==> src/rtl/pc_redirect_ctrl.sv <==
// Pipeline sequencing controller for the 5-stage RISC-V core.
// Drives the PC-mux select and every pipeline write-enable/flush. It resolves EX redirects,
// ID load-use hazards, multi-cycle fetch and data-memory stalls. A redirect that arrives
// while the fetch port is busy is latched and applied once the in-flight fetch completes.
// Optional feature macro: PC_REDIRECT_PERF_EN enables the wrapping performance counters;
// when it is undefined the counter outputs are tied to zero and no counter flops exist.
module pc_redirect_ctrl #(
    parameter int unsigned XLEN  = 32,
    parameter int unsigned CNT_W = 32
) (
    input  logic             clk,
    input  logic             rst,
    input  logic             ex_valid,
    input  logic             jal_ex,
    input  logic             jalr_ex,
    input  logic             br_ex,
    input  logic [XLEN-1:0]  jalr_tgt_ex,
    input  logic [XLEN-1:0]  alu_tgt_ex,
    input  logic             memrd_ex,
    input  logic [4:0]       rd_ex,
    input  logic [4:0]       rs1_id,
    input  logic [4:0]       rs2_id,
    input  logic             rs1_use_id,
    input  logic             rs2_use_id,
    input  logic             imem_ready,
    input  logic             dmem_ready,
    output logic [1:0]       pc_sel,
    output logic [XLEN-1:0]  redirect_pc,
    output logic             pc_we,
    output logic             if_id_we,
    output logic             id_ex_we,
    output logic             if_id_flush,
    output logic             id_ex_flush,
    output logic             pipe_hold,
    output logic             redir_pending,
    output logic [CNT_W-1:0] redirect_cnt,
    output logic [CNT_W-1:0] loaduse_cnt,
    output logic [CNT_W-1:0] dstall_cnt
);

    typedef enum logic {StRun, StWait} state_e;

    state_e            state_q, state_d;
    logic [XLEN-1:0]   redirect_pc_q, redirect_pc_d;
    logic              redir;
    logic              lu;
    logic [1:0]        tgt_sel;
    logic [XLEN-1:0]   tgt;

    // Hazard detection and redirect target selection (jal > jalr > br).
    always_comb begin
        redir = ex_valid & (jal_ex | jalr_ex | br_ex);
        if (jal_ex) begin
            tgt_sel = 2'd2;
            tgt     = alu_tgt_ex;
        end else if (jalr_ex) begin
            tgt_sel = 2'd1;
            tgt     = jalr_tgt_ex;
        end else begin
            tgt_sel = 2'd2;
            tgt     = alu_tgt_ex;
        end
        lu = ex_valid & memrd_ex & (rd_ex != 5'd0) &
             ((rs1_use_id & (rs1_id == rd_ex)) | (rs2_use_id & (rs2_id == rd_ex)));
    end

    // Prioritised per-cycle control decode and next-state logic.
    always_comb begin
        pc_sel        = 2'd0;
        pc_we         = 1'b1;
        if_id_we      = 1'b1;
        id_ex_we      = 1'b1;
        if_id_flush   = 1'b0;
        id_ex_flush   = 1'b0;
        pipe_hold     = 1'b0;
        state_d       = state_q;
        redirect_pc_d = redirect_pc_q;

        if (!dmem_ready) begin
            // Whole pipe frozen; an EX redirect stays put and is re-presented later.
            pc_we     = 1'b0;
            if_id_we  = 1'b0;
            id_ex_we  = 1'b0;
            pipe_hold = 1'b1;
        end else if (state_q == StWait) begin
            // The fetch in flight is stale: discard it whatever it returns.
            if_id_flush = 1'b1;
            id_ex_flush = 1'b1;
            if (imem_ready) begin
                pc_sel  = 2'd3;
                state_d = StRun;
            end else begin
                pc_we = 1'b0;
            end
        end else if (redir) begin
            // Redirect wins over load-use: the ID instruction is flushed anyway.
            if_id_flush = 1'b1;
            id_ex_flush = 1'b1;
            if (imem_ready) begin
                pc_sel = tgt_sel;
            end else begin
                pc_we         = 1'b0;
                redirect_pc_d = tgt;
                state_d       = StWait;
            end
        end else if (lu) begin
            // One bubble; the load leaves EX next cycle.
            pc_we       = 1'b0;
            if_id_we    = 1'b0;
            id_ex_flush = 1'b1;
        end else if (!imem_ready) begin
            pc_we       = 1'b0;
            if_id_flush = 1'b1;
        end
    end

    // State and latched redirect target.
    always_ff @(posedge clk or posedge rst) begin
        if (rst) begin
            state_q       <= StRun;
            redirect_pc_q <= '0;
        end else begin
            state_q       <= state_d;
            redirect_pc_q <= redirect_pc_d;
        end
    end

    assign redirect_pc   = redirect_pc_q;
    assign redir_pending = (state_q == StWait);

`ifdef PC_REDIRECT_PERF_EN
    logic [CNT_W-1:0] redirect_cnt_q, loaduse_cnt_q, dstall_cnt_q;
    logic             ev_redirect, ev_loaduse, ev_dstall;

    // Counter events mirror the decode priority above.
    always_comb begin
        ev_dstall   = ~dmem_ready;
        ev_redirect = dmem_ready & (state_q == StRun) & redir;
        ev_loaduse  = dmem_ready & (state_q == StRun) & ~redir & lu;
    end

    // Wrapping performance counters.
    always_ff @(posedge clk or posedge rst) begin
        if (rst) begin
            redirect_cnt_q <= '0;
            loaduse_cnt_q  <= '0;
            dstall_cnt_q   <= '0;
        end else begin
            if (ev_redirect) redirect_cnt_q <= redirect_cnt_q + 1'b1;
            if (ev_loaduse)  loaduse_cnt_q  <= loaduse_cnt_q + 1'b1;
            if (ev_dstall)   dstall_cnt_q   <= dstall_cnt_q + 1'b1;
        end
    end

    assign redirect_cnt = redirect_cnt_q;
    assign loaduse_cnt  = loaduse_cnt_q;
    assign dstall_cnt   = dstall_cnt_q;
`else
    assign redirect_cnt = '0;
    assign loaduse_cnt  = '0;
    assign dstall_cnt   = '0;
`endif

`ifndef SYNTHESIS
    // EX only sees bubbles while a redirect is pending.
    redir_in_wait_a: assert property (@(posedge clk) disable iff (rst)
        !((state_q == StWait) && redir));
`endif

endmodule

==> config.mk <==
export PLATFORM = sky130hd
export DESIGN_NAME = pc_redirect_ctrl
export DESIGN_NICKNAME = d
export VERILOG_FILES = /design/src/rtl/pc_redirect_ctrl.sv
export SDC_FILE = /design/constraint.sdc
export NUM_CORES = 1
export LEC_CHECK = 0
export ABC_AREA = 1
export BUFFER_PORTS_ARGS = -buffer_cell sky130_fd_sc_hd__buf_2
export CAP_MARGIN = 20
export CORE_AREA = 2 2 89 91
export DETAILED_ROUTE_END_ITERATION = 10
export DIE_AREA = 0 0 91 93
export HOLD_SLACK_MARGIN = 0.03
export PLACE_DENSITY = 0.83
export SLEW_MARGIN = 20
export SYNTH_ARGS = -nofsm -noshare
export SYNTH_HDL_FRONTEND = slang
export SYNTH_SLANG_ARGS = --single-unit
==> constraint.sdc <==
create_clock -name clk -period 1.8 [get_ports clk]
set_input_delay 0.36 -clock clk [delete_from_list [all_inputs] [get_ports clk]]
set_output_delay 0.36 -clock clk [all_outputs]
set_load 0.02 [all_outputs]
# Word level (Yosys, flattened, before mapping)
# Cells that the tools add are included.
# W data, S select, Z words.
[word_totals] regBits=33 input_bits=90 out_inout_bits=137 elab_cells=48
[classes] eq_ne=2 muxes=31 n_bitwise=11 reduce_logical=2
[ops] cell="$mux W32" count=2
[ops] cell="$mux W1" count=22
[ops] cell="$mux W2" count=7
[ops] cell="$eq A5 B5 Y1" count=2
[ops] cell="$and A1 B1 Y1" count=6
[ops] cell="$reduce_bool A5 Y1" count=1
[ops] cell="$reduce_and A4 Y1" count=1
[ops] cell="$or A1 B1 Y1" count=3
[ops] cell="$not A1 Y1" count=2

# Longest topological paths before layout
[logic_depth] word_depth=8 ltp_mapped=9 depth_no_buf=9

# Worst setup path after synthesis
# OpenSTA, ideal clock, no wires.
[synth_path] path_kind="in2out" start="input jalr_ex" end="output pc_sel[1]" t_arrival_ns=1.271 required_ns=1.440 setup_slack_ns=0.169 cell_stages=4 path_buffers=1 cell_sequence="inv_1 nor2_4 clkbuf_1 a211oi_1"
[synth_via] elab_chain_cells=6 elab_cells_between_ends=9 cone_classes="6 x mux; 3 x bitwise"
[synth_rtl] item="start: declaration" line="15" rtl="input logic jalr_ex,"
[synth_rtl] item="$mux W2 or $or A1 B1 Y1 (tied branches)" line="56, 52"
[synth_rtl] item="$mux W2 or $or A1 B1 Y1 (tied branches)" line="53, 52"
[synth_rtl] item="$mux W2 or $and A1 B1 Y1 (tied branches)" line="99, 52"
[synth_rtl] item="$mux W2 (*)" line="95" rtl="end else if (redir) begin"
[synth_rtl] item="$mux W2 (*)" line="85" rtl="end else if (state_q == StWait) begin"
[synth_rtl] item="$mux W2 (*)" line="79" rtl="if (!dmem_ready) begin"
[synth_rtl] item="end: declaration" line="27" rtl="output logic [1:0] pc_sel,"
# Every way passes the cells marked *; elsewhere a longest branch is shown, timed or not.

# Final worst setup path
[layout_path] start="input jal_ex" end="output if_id_flush"
[layout_via] elab_chain_cells=6
[layout_rtl] item="start: declaration" line="14" rtl="input logic jal_ex,"
[layout_rtl] item="$or A1 B1 Y1 (2 in series)" line="52" rtl="redir = ex_valid & (jal_ex | jalr_ex | br_ex);"
[layout_rtl] item="$and A1 B1 Y1" line="52"
[layout_rtl] item="$mux W1" line="95"
[layout_rtl] item="$mux W1" line="85"
[layout_rtl] item="$mux W1" line="79"
[layout_rtl] item="end: declaration" line="32" rtl="output logic if_id_flush,"
# No other way between the ends.

==> key figures <==
Layout
  – Nets@finish: 576
  – # diodes: 0
  – P&R area growth vs syn: 20.3%
  – Layout cell share with drive strength beyond 1: 0.366
  – Filler Cell Count: 785
  – Cell area after layout: 3210 sq um

Placed design
  – Gpl congestion: 0.897
  – Dpl hpwl: 5110 um
  – Pre-CTS WS: 36.3 ps
  – Placed inst area: 3070 sq um
  – I/O Buffers: 130

Clock network
  – Num CTS Buffers: 5
  – Setup Buffers After CTS: 0
  – Clock root buffer: clkbuf_8
  – CTS tree: yes
  – Later-pin clock latency in the skew report: 290 ps
  – CTS max path bufs: 2
  – Clock Sinks: 33
  – Worst-path clk slew: 80 ps
  – H-tree Lvls: 2

STA
  – # setup viols final: 0
  – Final hold viol count: 0
  – Final Skew: 7.25 ps
  – Setup TNS: 0 ps
  – Max Transition Viols Final: 0
  – Fmax: 0.578 GHz
  – Final Worst Setup Slack: 69.2 ps
  – Final period util: 0.962
  – Final min period: 1730 ps

Critical path
  – Cells on worst reg2reg path: 4
  – Setup crit end kind: primary output
  – WP data required: 1440 ps
  – Critical path buffer and inverter count: 3
  – R2r setup slk: 320 ps
  – CP Cell Sequence: buf_2 -> nor2_1 -> nand2_1 -> nand2_2 -> inv_1 -> nor2_2 -> nand3_1 -> nand2_1 -> nor2_1 -> buf_4
  – Reg-to-reg endpoint: redirect_pc[13]
  – CP top delay family: simple AND/OR/NAND/NOR gates
  – Crit Path Max Fanout: 3
  – Worst r2r src: redir_pending
  – CP Launch Type: input port
  – CP max stage delay: 150 ps
  – CP Data Arrival Time: 1370 ps
  – CP max-delay cell: buf_4
  – Crit path depth: 10
  – Worst setup path category: in2out

Yosys
  – Yosys top cell by area: dfrtp_1
  – Post-synthesis cell area: 2660 sq um
  – Post-synth EDFFs: 0
  – Syn. warnings: 0
  – Post-synth cell types: 21
  – FFs w/ async S/R, synth: 1.00
  – Top post-synthesis cells by area: dfrtp_1, buf_4, nand2_1, o211ai_1, or2_2
  – Post-synth top area share: 0.310
  – Syn Inst Count: 357
  – Seq cells post-synth: 33
  – Post-synth top cells: buf_4, nand2_1, dfrtp_1
  – Primary FF master, synth: dfrtp_1
  – Syn Area/Cell: 7.46 sq um
  – Sequential element share of the synthesized area: 0.310

Routing
  – Routed Wire Length: 6480 um
  – Routed Antenna Nets: 0
  – Vias per inst: 4.11
  – Routed len/inst: 11.0 um
  – Met2 wire len: 3310 um
  – DR iter-0 viols: 50
  – Top Layer Used: met4
  – DRC: 0
  – Total number of vias: 2,423
  – Met3 WL: 549 um
  – Met1 WL: 2570 um
  – First-pass DRT Iterations: 4

Floorplanning
  – Row count: 32
  – Initial Utilization: 0.354
  – Chip height: 93 um
  – I/O pins: 227
  – Die ar.: 8460 sq um
  – Total core area: 7530 sq um
  – Chip width: 91 um

Job
  – Max cap viols: 0

Global route
  – All-layer global routing usage: 0.143
  – Largest net degree at the start of global routing: 34
  – First-pass GRT wire length: 9870 um
  – Vias in the first global route: 2,155
  – Congestion Overflow GR: 0
  – Initial antenna violation count: 0

Power
  – Leak: 1.95 nW
  – Worst ir drop on vdd: 0.429 mV
  – Pwr/cell area: 908 nW/um^2

Status
  – Status: completed

Hold path
  – Worst min path class: in2async
[logic make-up after synthesis]
family          count (synthesis)  share of synthesized area
buf+inv                       135                      0.333
flops                          33                      0.310
other cells                     1                    0.00141
simple gates                  152                      0.257
compound gates                 36                     0.0986
[state kept, by name, indices dropped and copies added, names as in the netlist]
signal	count
redir_pending	1
redirect_pc	32
[cell type report]
| type | count | area, sq um | area share |
|---|---|---|---|
| Sequential cell | 33 | 826 | 0.258 |
| Multi-Input combinational cell | 284 | 1330 | 0.413 |
| Clock inverter | 1 | 30.0 | 0.00937 |
| Timing Repair Buffer | 136 | 713 | 0.222 |
| Clock buffer | 7 | 86.3 | 0.0269 |
| Inverter | 26 | 97.6 | 0.0304 |
| Tap cell | 102 | 128 | 0.0398 |
[cells in the final DEF, fill, tap and decap left out]
| cell | instances |
|---|---|
| inv_2 | 3 |
| o21ai_0 | 1 |
| or2_2 | 24 |
| conb_1 | 96 |
| nand2_2 | 2 |
| or2_1 | 7 |
| a21oi_2 | 1 |
| nor4_4 | 1 |
| o211ai_1 | 32 |
| buf_4 | 7 |
| clkbuf_8 | 6 |
| buf_12 | 1 |
| a21oi_1 | 1 |
| a211oi_1 | 1 |
| or2_0 | 1 |
| nor2_4 | 1 |
| nand2_1 | 98 |
| dfrtp_1 | 33 |
| inv_1 | 23 |
| nand3_1 | 4 |
| nand4_1 | 1 |
| clkbuf_1 | 1 |
| bufinv_16 | 1 |
| nor2_1 | 9 |
| and3_1 | 1 |
| nor2_2 | 3 |
| buf_2 | 128 |
[per-layer routing]
metal	up-vias	GRT usage
met2	150	0.258
met1	1083	0.173
li1	1182	-
met5	-	0
met4	0	0.0354
met3	8	0.0330
[metrics by stage]
| stage | instances | hold WS [ps] | util | total power [W] |
|---|---|---|---|---|
| floorplan | 452 | 489 | - | 0.00194 |
| global placement | 581 | 457 | 0.408 | 0.00216 |
| detailed placement | 581 | 461 | 0.408 | 0.00219 |
| CTS | 589 | 153 | 0.423 | 0.00295 |
| global route | 589 | 185 | 0.426 | 0.00309 |
| finish | 589 | 148 | 0.426 | 0.00291 |
[tightest hold or removal path: cells and delay by family]
family,cells,cell delay [ps]
buffers and inverters,3,500
[power breakdown]
| group | internal, W | leakage [nW] | switching, W |
|---|---|---|---|
| Combinational | 0.000356 | 1.48 | 0.000772 |
| Sequential | 0.000939 | 0.411 | 0.000109 |
| Clock | 0.000452 | 0.0585 | 0.000283 |
[how the worst max path moves through the flow]
stage | startpoint | endpoint | slack, ps
2_1_floorplan | jalr_ex | pc_sel[1] | 170
3_3_place_gp | jal_ex | if_id_flush | 120
3_5_place_dp | jal_ex | if_id_we | 40
4_1_cts | jal_ex | if_id_we | 40
5_1_grt | jal_ex | if_id_we | -10
6_report | jal_ex | if_id_flush | 70
[repair_timing]
| item | CTS | global route |
|---|---|---|
| gates resized for setup | 0 | 9 |
| hold buffers | 0 | 0 |
| setup endpoints to repair | 0 | 4 |
| hold endpoints to repair | 0 | 0 |
(Power assumes the default switching activity.)
